[src/rtl/enemy_plotter_pkg.sv]
// Shared constants and state encoding for the enemy sprite plotter.
package enemy_plotter_pkg;

    localparam logic [1:0] OP_DRAW  = 2'b00;
    localparam logic [1:0] OP_ERASE = 2'b01;

    localparam logic [2:0] BLACK = 3'b000;
    localparam logic [2:0] WHITE = 3'b111;

    localparam int unsigned SCR_W = 160;
    localparam int unsigned SCR_H = 120;

    typedef enum logic [1:0] {
        ST_IDLE,
        ST_SCAN,
        ST_PLOT,
        ST_DONE
    } state_e;

    function automatic logic op_is_valid(input logic [1:0] op);
        return (op == OP_DRAW) || (op == OP_ERASE);
    endfunction

endpackage

[src/rtl/enemy_plotter_if.sv]
// Controller <-> plotter bundle: snapshot buses, start/op, and pixel stream to the VGA adapter.
interface enemy_plotter_if #(
    parameter int unsigned N_PLANES = 10
);
    logic                    load_coord;
    logic                    datapath_en;
    logic [1:0]              op;
    logic [8*N_PLANES-1:0]   x_bus;
    logic [8*N_PLANES-1:0]   y_bus;
    logic [3*N_PLANES-1:0]   vis_bus;
    logic [7:0]              x_out;
    logic [6:0]              y_out;
    logic [2:0]              colour;
    logic                    plot;
    logic                    busy;
    logic                    done;

    modport master (
        output load_coord, datapath_en, op, x_bus, y_bus, vis_bus,
        input  x_out, y_out, colour, plot, busy, done
    );

    modport slave (
        input  load_coord, datapath_en, op, x_bus, y_bus, vis_bus,
        output x_out, y_out, colour, plot, busy, done
    );
endinterface

[src/rtl/enemy_plotter_sprite_pixel_counter.sv]
// Column-fastest pixel counter over one SPR_W x SPR_H sprite; wraps to 0 after the last pixel.
module sprite_pixel_counter #(
    parameter int unsigned SPR_W = 4,
    parameter int unsigned SPR_H = 4
) (
    input  logic                     clk,
    input  logic                     reset_n,
    input  logic                     clear_i,
    input  logic                     en_i,
    output logic [$clog2(SPR_W)-1:0] col_o,
    output logic [$clog2(SPR_H)-1:0] row_o,
    output logic                     last_o
);
    logic [$clog2(SPR_W)-1:0] col_q, col_d;
    logic [$clog2(SPR_H)-1:0] row_q, row_d;

    always_comb begin
        col_d = col_q;
        row_d = row_q;
        if (clear_i) begin
            col_d = '0;
            row_d = '0;
        end else if (en_i) begin
            col_d = col_q + 1'b1;
            if (col_q == '1) begin
                row_d = row_q + 1'b1;
            end
        end
    end

    always_ff @(posedge clk) begin
        if (!reset_n) begin
            col_q <= '0;
            row_q <= '0;
        end else begin
            col_q <= col_d;
            row_q <= row_d;
        end
    end

    assign col_o  = col_q;
    assign row_o  = row_q;
    assign last_o = (col_q == '1) && (row_q == '1);
endmodule

[src/rtl/enemy_plotter.sv]
// Snapshots enemy plane positions/colours and streams each visible sprite as one pixel per cycle.
module enemy_plotter
    import enemy_plotter_pkg::*;
#(
    parameter int unsigned N_PLANES = 10,
    parameter int unsigned SPR_W    = 4,
    parameter int unsigned SPR_H    = 4
) (
    input  logic            clk,
    input  logic            reset_n,
    enemy_plotter_if.slave  bus
);
    localparam int unsigned IW = $clog2(N_PLANES);
    localparam int unsigned CW = $clog2(SPR_W);
    localparam int unsigned RW = $clog2(SPR_H);
    localparam logic [IW-1:0] LAST_IDX = IW'(N_PLANES - 1);
    localparam logic [8:0]    X_LIM    = 9'(SCR_W);
    localparam logic [8:0]    Y_LIM    = 9'(SCR_H);

    state_e                  state_q, state_d;
    logic [IW-1:0]           idx_q, idx_d;
    logic [1:0]              op_q, op_d;
    logic [8*N_PLANES-1:0]   x_q, y_q;
    logic [3*N_PLANES-1:0]   vis_q;

    logic                    cnt_clr, cnt_en, last_pix;
    logic [CW-1:0]           col;
    logic [RW-1:0]           row;
    logic [7:0]              px, py;
    logic [2:0]              pv;
    logic [8:0]              xs, ys;

    sprite_pixel_counter #(
        .SPR_W (SPR_W),
        .SPR_H (SPR_H)
    ) u_cnt (
        .clk     (clk),
        .reset_n (reset_n),
        .clear_i (cnt_clr),
        .en_i    (cnt_en),
        .col_o   (col),
        .row_o   (row),
        .last_o  (last_pix)
    );

    // Snapshot only while idle, so an erase pass replays exactly what the preceding draw used.
    always_ff @(posedge clk) begin
        if (!reset_n) begin
            x_q   <= '0;
            y_q   <= '0;
            vis_q <= '0;
        end else if (state_q == ST_IDLE && bus.load_coord) begin
            x_q   <= bus.x_bus;
            y_q   <= bus.y_bus;
            vis_q <= bus.vis_bus;
        end
    end

    assign px = x_q[8*idx_q +: 8];
    assign py = y_q[8*idx_q +: 8];
    assign pv = vis_q[3*idx_q +: 3];
    assign xs = {1'b0, px} + 9'(col);
    assign ys = {1'b0, py} + 9'(row);

    always_ff @(posedge clk) begin
        if (!reset_n) begin
            state_q <= ST_IDLE;
            idx_q   <= '0;
            op_q    <= '0;
        end else begin
            state_q <= state_d;
            idx_q   <= idx_d;
            op_q    <= op_d;
        end
    end

    always_comb begin
        state_d = state_q;
        idx_d   = idx_q;
        op_d    = op_q;
        cnt_clr = 1'b0;
        cnt_en  = 1'b0;
        unique case (state_q)
            ST_IDLE: begin
                if (bus.datapath_en) begin
                    op_d    = bus.op;
                    idx_d   = '0;
                    cnt_clr = 1'b1;
                    state_d = ST_SCAN;
                end
            end
            ST_SCAN: begin
                if (pv != BLACK && op_is_valid(op_q)) begin
                    state_d = ST_PLOT;
                end else if (idx_q == LAST_IDX) begin
                    state_d = ST_DONE;
                end else begin
                    idx_d = idx_q + 1'b1;
                end
            end
            ST_PLOT: begin
                cnt_en = 1'b1;
                if (last_pix) begin
                    if (idx_q == LAST_IDX) begin
                        state_d = ST_DONE;
                    end else begin
                        idx_d   = idx_q + 1'b1;
                        state_d = ST_SCAN;
                    end
                end
            end
            ST_DONE: state_d = ST_IDLE;
            default: state_d = ST_IDLE;
        endcase
    end

    // Clip on the 9-bit sums so sprites near x=255 cannot wrap back on-screen.
    always_comb begin
        bus.x_out  = '0;
        bus.y_out  = '0;
        bus.colour = BLACK;
        bus.plot   = 1'b0;
        if (state_q == ST_PLOT) begin
            bus.x_out  = xs[7:0];
            bus.y_out  = ys[6:0];
            bus.colour = (op_q == OP_DRAW) ? pv : BLACK;
            bus.plot   = (xs < X_LIM) && (ys < Y_LIM);
        end
    end

    assign bus.busy = (state_q != ST_IDLE);
    assign bus.done = (state_q == ST_DONE);
endmodule
[src/flat_wrapper.sv]
// flat-port wrapper written by rule: the top's interface ports become plain ports
module enemy_plotter_flat import enemy_plotter_pkg::*;
#(
    parameter int unsigned N_PLANES = 10,
    parameter int unsigned SPR_W    = 4,
    parameter int unsigned SPR_H    = 4
)
  (clk, reset_n, bus_load_coord, bus_datapath_en, bus_op, bus_x_bus, bus_y_bus, bus_vis_bus, bus_x_out, bus_y_out, bus_colour, bus_plot, bus_busy, bus_done);
  enemy_plotter_if #(.N_PLANES(N_PLANES)) bus_i ();
  input  logic clk;
  input  logic reset_n;
  input wire logic [$bits(bus_i.load_coord)-1:0] bus_load_coord;
  input wire logic [$bits(bus_i.datapath_en)-1:0] bus_datapath_en;
  input wire logic [$bits(bus_i.op)-1:0] bus_op;
  input wire logic [$bits(bus_i.x_bus)-1:0] bus_x_bus;
  input wire logic [$bits(bus_i.y_bus)-1:0] bus_y_bus;
  input wire logic [$bits(bus_i.vis_bus)-1:0] bus_vis_bus;
  output wire logic [$bits(bus_i.x_out)-1:0] bus_x_out;
  output wire logic [$bits(bus_i.y_out)-1:0] bus_y_out;
  output wire logic [$bits(bus_i.colour)-1:0] bus_colour;
  output wire logic [$bits(bus_i.plot)-1:0] bus_plot;
  output wire logic [$bits(bus_i.busy)-1:0] bus_busy;
  output wire logic [$bits(bus_i.done)-1:0] bus_done;
  assign bus_i.load_coord = bus_load_coord;
  assign bus_i.datapath_en = bus_datapath_en;
  assign bus_i.op = bus_op;
  assign bus_i.x_bus = bus_x_bus;
  assign bus_i.y_bus = bus_y_bus;
  assign bus_i.vis_bus = bus_vis_bus;
  assign bus_x_out = bus_i.x_out;
  assign bus_y_out = bus_i.y_out;
  assign bus_colour = bus_i.colour;
  assign bus_plot = bus_i.plot;
  assign bus_busy = bus_i.busy;
  assign bus_done = bus_i.done;
  enemy_plotter #(.N_PLANES(N_PLANES), .SPR_W(SPR_W), .SPR_H(SPR_H)) u_core (.clk(clk), .reset_n(reset_n), .bus(bus_i));
endmodule
[config.mk]
export PLATFORM = sky130hd
export DESIGN_NAME = enemy_plotter_flat
export DESIGN_NICKNAME = d
export VERILOG_FILES = /design/src/rtl/enemy_plotter_pkg.sv /design/src/rtl/enemy_plotter_if.sv /design/src/rtl/enemy_plotter_sprite_pixel_counter.sv /design/src/rtl/enemy_plotter.sv /design/src/flat_wrapper.sv
export SDC_FILE = /design/constraint.sdc
export NUM_CORES = 1
export LEC_CHECK = 0
export CORE_ASPECT_RATIO = 0.9
export CORE_MARGIN = 4
export CORE_UTILIZATION = 51
export DETAILED_ROUTE_END_ITERATION = 10
export GPL_TIMING_DRIVEN = 1
export PLACE_DENSITY = 0.87
export SKIP_LAST_GASP = 1
export SLEW_MARGIN = 15
export SYNTH_ARGS = -nofsm -noshare
export SYNTH_HDL_FRONTEND = slang
export SYNTH_SLANG_ARGS = --single-unit
export TNS_END_PERCENT = 100
[constraint.sdc]
create_clock -name clk -period 5.6 [get_ports clk]
set_clock_uncertainty 0.2 [all_clocks]
set_input_delay 0.84 -clock clk [delete_from_list [all_inputs] [get_ports clk]]
set_output_delay 0.84 -clock clk [all_outputs]
set_load 0.01 [all_outputs]
==> results.cfg, run 1 <==
[outcome]
status = complete, no violations

[hold_path]
hold_depth = 2
min_path_type = register to register

[final_layout]
num_antenna_cells = 0
syn2layout_area_growth_pct = 30.3
final_common_cell = nand2_1
multiInputGateArea_mm2 = 0.00521
layout-drive-gt1-share_pct = 6.80
n_fill_cell = 1428
final_cells = 1554
regArea_mm2 = 0.00405
layout_common_cells = nand2_1, clkdlybuf4s50_1, dfxtp_1
final_nets = 1505

[synth]
synth_cell_types = 57
yosysSeqAreaShare_pct = 41.7
yosys_warnings = 0
netlist_area_mm2 = 0.00969
synthFlopType = dfxtp_1
synthCells = 1130
synth_edf_count = 0
async_flop_share_pct = 0
ys_seq_elements = 202
syn_avg_cell_area_um2 = 8.58
syn_nets = 1341

[worst_setup_path]
critical_path_arrival_ps = 4110
ff2ff_path_depth = 8
end_kind = primary output
worst-path-max-fanout = 22
path_class = register to primary output
start_kind = register
cp_cell_sequence = mux4_2 -> mux2i_1 -> o22ai_1 -> ha_1 -> fa_1 -> o211ai_1 -> nand3_1 -> o211a_1 -> a2111oi_2 -> clkdlybuf4s50_1
crit_buf_inv = 1
cp_data_required_time_ps = 4560
critical-path-top-delay-family = compound AO/OA/AOI/OAI gates
crit_cells = 10
cpPeakStageDelay_ps = 620
crit_slowest_cell = dfxtp_4

[global_route]
grt_max_degree = 120
antenna_found_initial = 0
grt_pass1_vias = 8271
grt_pass1_wl_mm = 42.0
overflow = 0
track_usage_pct = 23.9

[timing]
fin_crit_sh_pct = 92.0
tightest_slew_ps = 990
rsz0062_at_grt = false
setup-violations-final = 0
finalSetupTns_ps = 0
min_period_ps = 5150
relSlewSlack_pct = 34.0
finalHoldViolations = 0
drv_slew = 0
max_freq_mhz = 194

[detailed_routing]
vias = 8430
drtIter0Drc = 703
wirelength_met1_mm = 11.7
via_per_inst = 5.42
wl_mm = 26.9
top_layer_used = met4
drc = 0
firstDrtPassIters = 5
wl_met2_mm = 12.3
ant_nets = 0
wl_per_cell_um = 17.3
dr_wl_met3_mm = 2.02

[floorplanning]
rows = 47
die_h_um = 139
die_area_mm2 = 0.0213
die_x_um = 153
coreArea_mm2 = 0.0185
initial_utilization_pct = 52.3
io_pins = 217

[clock_tree]
cts_max_level = 1
cts.sinks = 202
cts_made_buffers = 21
clk_pin_slew_ps = 60
cts_buffer_depth = 3
cts_tree = built
clock_latency_ps = 510
clockRootBuffer = clkbuf_16

[power_and_ir_drop]
power_density_mw_per_mm2 = 380
peakVddDrop_mv = 0.258
cellLeakagePower_nw = 4.51

[placement]
gp_congestion = 0.877
dp_cells = 1515
hpwl_mm = 18.8
io_buffers = 216

[flow_run]
maxCapViolations = 0
## cell type report
type	instances	share of cell area (%)
multi-input cells	829	41.2
flip-flops and latches	202	32.1
clock inverters	12	1.19
clock buffers	26	4.71
inverters	15	0.446
repair buffers	225	17.9
well taps	245	2.43
## power breakdown
part           internal [mW]  switching, mW
Clock                  0.897          0.588
Combinational          0.634          0.809
Sequential              1.68          0.187
Total                   3.21           1.58
## stage by stage
stage / hold slack, ps / area (um2) / setup WS, ps / util, % / power [mW]
detailed placement: 257 / 11900 / 769 / 64.1 / 3.30
global placement: 251 / 11900 / 875 / 64.1 / 3.27
global route: 279 / 12600 / 209 / 68.2 / 5.04
floorplan: 238 / 9690 / 1140 / - / 2.86
CTS: 266 / 12600 / 195 / 68.1 / 4.79
finish: 261 / 12600 / 449 / 68.2 / 4.80
## timing repair
item	4_1_cts	5_1_grt
hold buffers	0	0
buffers inserted	0	1
setup endpoints to repair	0	1
gates resized for setup	0	0
## synthesized netlist by cell type (7+ instances only)
cell type    n  area (um2)
o22ai_1     12        75.1
nand2_1    394        1480
nand3_1      7        35.0
mux4_2      21         473
a21boi_0   192        1440
inv_1       15        56.3
mux2i_1     52         521
ha_1        13         163
nor2_1      36         135
dfxtp_1    202        4040
a21oi_1     13        65.1
clkbuf_1    66         248
## layer usage
| metal | global-route usage (%) | up-vias |
|---|---|---|
| met5 | 0 | - |
| met4 | 6.80 | 0 |
| met3 | 5.30 | 58 |
| met2 | 38.8 | 305 |
| met1 | 32.2 | 3934 |
| li1 | - | 4133 |
## worst paths after layout
path	start	end	slack, ps
setup reg to reg	u_core.idx_q[1]	u_core.idx_q[3]	2290
setup / recovery	u_core.idx_q[0]	bus_plot	450
hold reg to reg	u_core.x_q[48]	u_core.x_q[48]	260
hold / removal	u_core.x_q[48]	u_core.x_q[48]	260
## cells by family after synthesis
kind of cell	synth area share (%)
muxes	11.5
AOI/OAI and AO/OA	19.5
and+or+nand+nor	19.5
xor gates and xnor gates	0.994
adders and majority gates	2.09
buffers and inverters	4.65
DFF	41.7
## flip-flops by register name, summed over array words and instances (netlist names)
register	count
u_core.u_cnt.col_o	2
u_core.vis_q	30
u_core.idx_q	4
u_core.u_cnt.row_o	2
u_core.y_q	80
u_core.op_q	2
u_core.state_q	2
u_core.x_q	80
## worst register-to-register path: cells and delay by family, from the launching register on
family          cells  cell delay, ps
flops               1             590
mux                 1             600
simple gates        2             420
compound gates      4             900
buf+inv             1             520
Note: power is estimated with default switching activity, not from simulation.
==> inputs of run 2 (changes only) <==
--- a/config.mk
+++ b/config.mk
@@ -5,6 +5,7 @@
 export SDC_FILE = /design/constraint.sdc
 export NUM_CORES = 1
 export LEC_CHECK = 0
+export ABC_AREA = 1
 export CORE_ASPECT_RATIO = 0.9
 export CORE_MARGIN = 4
 export CORE_UTILIZATION = 51
==> results.cfg, run 2 <==
[global_route]
antenna_found_initial = 0
track_usage_pct = 25.4
use_met1_pct = 33.6
grt_pass1_wl_mm = 44.3
grt_max_degree = 143
overflow = 0
met2_usage_pct = 43.2
gr-max-usage-layer = met2
grt.met3_usage_pct = 4.71
grt_pass1_vias = 9042

[worst_setup_path]
critical-path-top-delay-family = buffers and inverters
worst-path-max-fanout = 33
path_class = register to primary output
end_kind = primary output
crit_slowest_cell = inv_2
cpPeakStageDelay_ps = 540
reg2reg_to = u_core.y_q[72]
start_kind = register
critical_path_arrival_ps = 4110
crit_path_frequent_cell = nor2_1
r2r_setup_slack_ps = 2660
cp_data_required_time_ps = 4560
cp_cell_sequence = inv_2 -> o21ai_0 -> o221ai_1 -> o211ai_1 -> o21ai_0 -> ha_1 -> inv_1 -> fa_1 -> inv_1 -> nand4_1 -> nand2_1 -> nor2_1 -> nor2_1 -> nand3_1 -> nor2_1 -> clkdlybuf4s50_1
worstReg2RegStart = u_core.state_q[1]
crit_buf_inv = 4
ff2ff_path_depth = 7

[placement]
dpl_cell_area_mm2 = 0.0116
io_buffers = 216
hpwl_mm = 19.7
gp_congestion = 0.904

[detailed_routing]
vias = 9737
via_per_inst = 5.33
ant_nets = 0
drc = 0
wl_mm = 28.0
wl_per_cell_um = 15.3
drtIter0Drc = 955
firstDrtPassIters = 6

[final_layout]
num_antenna_cells = 0
finalInstanceArea_mm2 = 0.0124
utilization_pct = 67.2
syn2layout_area_growth_pct = 29.3
layout-drive-gt1-share_pct = 4.61
n_fill_cell = 1560
final_nets = 1778
final_common_cell = nor2_1
top_regs = u_core.x_q (80), u_core.y_q (80), u_core.vis_q (30)
layout_common_cells = nor2_1, o21ai_0, clkdlybuf4s50_1

[clock_tree]
clockRootBuffer = clkbuf_16
cts_max_level = 1
cts_tree = built
cts_buffer_depth = 3
post_cts_buffers = 0
cts.sinks = 202
clk_pin_slew_ps = 60
hold_buffers = 0
clock_latency_ps = 500
post_cts_resized = 0
cts_made_buffers = 21

[power_and_ir_drop]
swShare_pct = 37.9
p_sw_mw = 2.12
p_int_mw = 3.47
p_clk_share_pct = 26.8
power_density_mw_per_mm2 = 452
combPwrFrac_pct = 36.4
peakVddDrop_mv = 0.281
sequentialPowerShare_pct = 36.8
cellLeakagePower_nw = 5.08

[timing]
setup-violations-final = 0
tightest_slew_ps = 1110
drv_slew = 0
fin_crit_sh_pct = 92.0
min_period_ps = 5150
rsz0062_at_grt = false
finalHoldViolations = 0
max_freq_mhz = 194
finalSetupTns_ps = 0
relSlewSlack_pct = 25.7

[synth]
ys_seq_elements = 202
yosys.area.top_type = dfxtp_1
yosysSeqAreaShare_pct = 42.2
netlist_area_mm2 = 0.00957
yosys_warnings = 0
synthMostInstantiatedCell = nor2_1
synth_edf_count = 0
synth_cell_types = 37
synthCells = 1417
yosys-top-cells-area = dfxtp_1, nor2_1, o21ai_0, nand2_1, nand3_1
syn_avg_cell_area_um2 = 6.75
syn_nets = 1628
synth_common_cells = nor2_1, o21ai_0, dfxtp_1, nand2_1, inv_1
async_flop_share_pct = 0
yosys.area.top_type_share_pct = 42.2
synthFlopType = dfxtp_1

[hold_path]
worstHoldEndpoint = u_core.y_q[13]
hold_start = u_core.y_q[13]
min_path_type = register to register
hold_depth = 2

[floorplanning]
die_area_mm2 = 0.0210
coreArea_mm2 = 0.0184
io_pins = 217
rows = 47
die_x_um = 152
die_h_um = 138
initial_utilization_pct = 52.0

[flow_run]
maxCapViolations = 0

[outcome]
status = complete, no violations
[run 2: logic make-up after synthesis]
group                      synth area share (%)
buffers and inverters                      8.26
and+or+nand+nor                            28.6
xor gates and xnor gates                  0.458
AOI/OAI and AO/OA                          18.0
DFF                                        42.2
muxes                                     0.314
adders and majority gates                  2.12
[run 2: per-stage QoR]
stage | hold slack, ps | std cells | power [mW] | setup slack, ps
after global routing | 271 | 1827 | 5.99 | 251
after floorplan | 224 | 1417 | 3.52 | 1900
final | 251 | 1827 | 5.59 | 449
after CTS | 251 | 1827 | 5.59 | 514
after global placement | 241 | 1789 | 4.02 | 1140
after detailed placement | 243 | 1789 | 4.09 | 1050
[run 2: how the worst max path moves through the flow]
stage                     from      endpoint  slack [ps]  cells past startpoint
2_1_floorplan  u_core.idx_q[0]  bus_y_out[6]        1900                     15
3_3_place_gp   u_core.idx_q[1]      bus_plot        1140                     16
3_5_place_dp   u_core.idx_q[1]  bus_y_out[6]        1050                     13
4_1_cts        u_core.idx_q[1]  bus_y_out[6]         510                     13
5_1_grt        u_core.idx_q[1]      bus_plot         250                     16
6_report       u_core.idx_q[1]      bus_plot         450                     16
[run 2: layout make-up]
| class | instances | area (um2) | area share [%] |
|---|---|---|---|
| multi-input combinational | 1038 | 4740 | 38.3 |
| inverter | 78 | 295 | 2.39 |
| clock inverter | 10 | 154 | 1.24 |
| clock buffer | 28 | 592 | 4.78 |
| sequential | 202 | 4050 | 32.7 |
| timing repair buffer | 226 | 2230 | 18.1 |
| tap | 245 | 307 | 2.48 |
[run 2: power groups by stage]
stage	clock, mW	combinational [mW]	sequential, mW
floorplan	0	1.55	1.97
global placement	0	1.96	2.06
detailed placement	0	2.01	2.08
CTS	1.51	2.03	2.05
global route	1.58	2.31	2.10
finish	1.50	2.04	2.06
[run 2: layer usage]
metal	vias to the layer above	share of wire (%)
li1	4864	-
met1	4423	44
met4	0	1.9
met2	403	47
met5	-	0
met3	47	7.7
[run 2: tightest hold or removal path, cell delays in order, from the launching register on]
cell	delay, ps
dfxtp_1	290
inv_1	50
a21oi_1	60
==> inputs of run 3 (changes only) <==
--- a/config.mk
+++ b/config.mk
@@ -6,12 +6,13 @@
 export NUM_CORES = 1
 export LEC_CHECK = 0
 export ABC_AREA = 1
+export CAP_MARGIN = 20
 export CORE_ASPECT_RATIO = 0.9
 export CORE_MARGIN = 4
-export CORE_UTILIZATION = 51
+export CORE_UTILIZATION = 48
 export DETAILED_ROUTE_END_ITERATION = 10
 export GPL_TIMING_DRIVEN = 1
-export PLACE_DENSITY = 0.87
+export PLACE_DENSITY = 0.83
 export SKIP_LAST_GASP = 1
 export SLEW_MARGIN = 15
 export SYNTH_ARGS = -nofsm -noshare
==> results.cfg, run 3 (same netlist as run 2, synthesis figures left out) <==
[final_layout]
syn2layout_area_growth_pct = 29.7
top_regs = u_core.x_q (80), u_core.y_q (80), u_core.vis_q (30)
final_cells = 1833
n_fill_cell = 1726
final_nets = 1780
final_common_cell = nor2_1
layout_common_cells = nor2_1, o21ai_0, clkdlybuf4s50_1
num_antenna_cells = 0
layout-drive-gt1-share_pct = 4.55
finalInstanceArea_mm2 = 0.0124

[detailed_routing]
ant_nets = 0
firstDrtPassIters = 5
drtIter0Drc = 792
vias = 9745
via_per_inst = 5.32
wl_mm = 28.1
wl_per_cell_um = 15.3
drc = 0

[placement]
hpwl_mm = 19.7
dp_cells = 1795
dpl_cell_area_mm2 = 0.0116
io_buffers = 216
place_ws_ps = 1070
gp_congestion = 0.880

[power_and_ir_drop]
swShare_pct = 37.9
p_int_mw = 3.51
power_density_mw_per_mm2 = 455
cellLeakagePower_nw = 5.09
combPwrFrac_pct = 36.8
sequentialPowerShare_pct = 35.9
p_clk_share_pct = 27.3
peakVddDrop_mv = 0.221
p_sw_mw = 2.14

[hold_path]
min_path_type = register to register
hold_depth = 2

[timing]
finalSetupTns_ps = 0
max_freq_mhz = 198
rsz0062_at_grt = false
fin_ws_ps = 553
finalHoldViolations = 0
drv_slew = 0
min_period_ps = 5050
tightest_slew_ps = 926
relSlewSlack_pct = 38.3
holdWs_ps = 253
setup-violations-final = 0
fin_crit_sh_pct = 90.1

[clock_tree]
cts_buffer_depth = 3
cts.sinks = 202
post_cts_buffers = 0
post_cts_resized = 0
clock_latency_ps = 510
cts_tree = built
cts_made_buffers = 22
clk_pin_slew_ps = 60
clockRootBuffer = clkbuf_16
cts_max_level = 1
hold_buffers = 0

[global_route]
grt_max_degree = 123
antenna_found_initial = 0
grt_pass1_vias = 9238
grt_pass1_wl_mm = 45.2
overflow = 0
track_usage_pct = 24.5

[worst_setup_path]
cp_data_required_time_ps = 4560
crit_path_frequent_cell = o21ai_0
start_kind = register
cpPeakStageDelay_ps = 550
critical_path_arrival_ps = 4010
critical-path-top-delay-family = buffers and inverters
ff2ff_path_depth = 7
end_kind = primary output
crit_slowest_cell = clkdlybuf4s50_1
crit_buf_inv = 3
path_class = register to primary output
crit_cells = 13
cp_cell_sequence = inv_2 -> o21ai_0 -> o221ai_1 -> o211ai_1 -> o21ai_0 -> ha_1 -> inv_1 -> fa_1 -> a21oi_1 -> nand4_1 -> xor2_1 -> nor2_1 -> clkdlybuf4s50_1
worst-path-max-fanout = 33

[outcome]
status = complete, no violations

[floorplanning]
die_h_um = 142
die_x_um = 157
io_pins = 217
rows = 48
coreArea_mm2 = 0.0194
initial_utilization_pct = 49.3
die_area_mm2 = 0.0223

[flow_run]
maxCapViolations = 0
run 3: cell types whose count changed in the layout (fill, tap and decap cells not counted):
cell        before  now
clkinv_2         5    1
clkinvlp_4       0    1
buf_4           11   12
inv_6            1    0
clkbuf_1         3    5
clkinv_8         0    1
clkbuf_16       21   22
run 3: worst min-delay path, cell delays in order, from the launching register on:
cell and delay [ps]:
dfxtp_1 300, inv_1 60, a21oi_1 50
run 3: layer usage:
metal | global-route usage, % | part of all wire, % | wire length, um
met5 | 0 | 0 | 0
met4 | 7.12 | 2.6 | 742
met3 | 3.95 | 7.6 | 2140
met2 | 39.2 | 45 | 12700
met1 | 34.5 | 45 | 12500
run 3: stage by stage:
| stage | utilization (%) | power [mW] |
|---|---|---|
| finish | 64.0 | 5.65 |
| global route | 64.0 | 6.04 |
| floorplan | - | 3.52 |
| detailed placement | 60.0 | 4.10 |
| CTS | 64.0 | 5.64 |
| global placement | 60.0 | 4.04 |
run 3: power groups by stage:
stage	Clock (mW)	Combinational, mW	Sequential, mW
final	1.54	2.08	2.03
after global routing	1.61	2.37	2.06
after CTS	1.55	2.07	2.02
after detailed placement	0	2.05	2.05
after global placement	0	2.00	2.04
after floorplan	0	1.55	1.97
run 3: worst paths after layout:
path / from / slack (ps) / end
worst min register to register: u_core.y_q[28] / 250 / u_core.y_q[28]
worst max-delay path: u_core.idx_q[1] / 550 / bus_y_out[6]
worst min-delay path: u_core.y_q[28] / 250 / u_core.y_q[28]
worst max register to register: u_core.state_q[0] / 2730 / u_core.x_q[66]
run 3: final cells by class:
| type | instances | area [um2] | area share [%] |
|---|---|---|---|
| clock inverters | 7 | 149 | 1.20 |
| inverters | 78 | 295 | 2.38 |
| well taps | 250 | 313 | 2.52 |
| clock buffers | 31 | 624 | 5.03 |
| repair buffers | 227 | 2240 | 18.1 |
| multi-input cells | 1038 | 4740 | 38.2 |
| flip-flops and latches | 202 | 4050 | 32.6 |
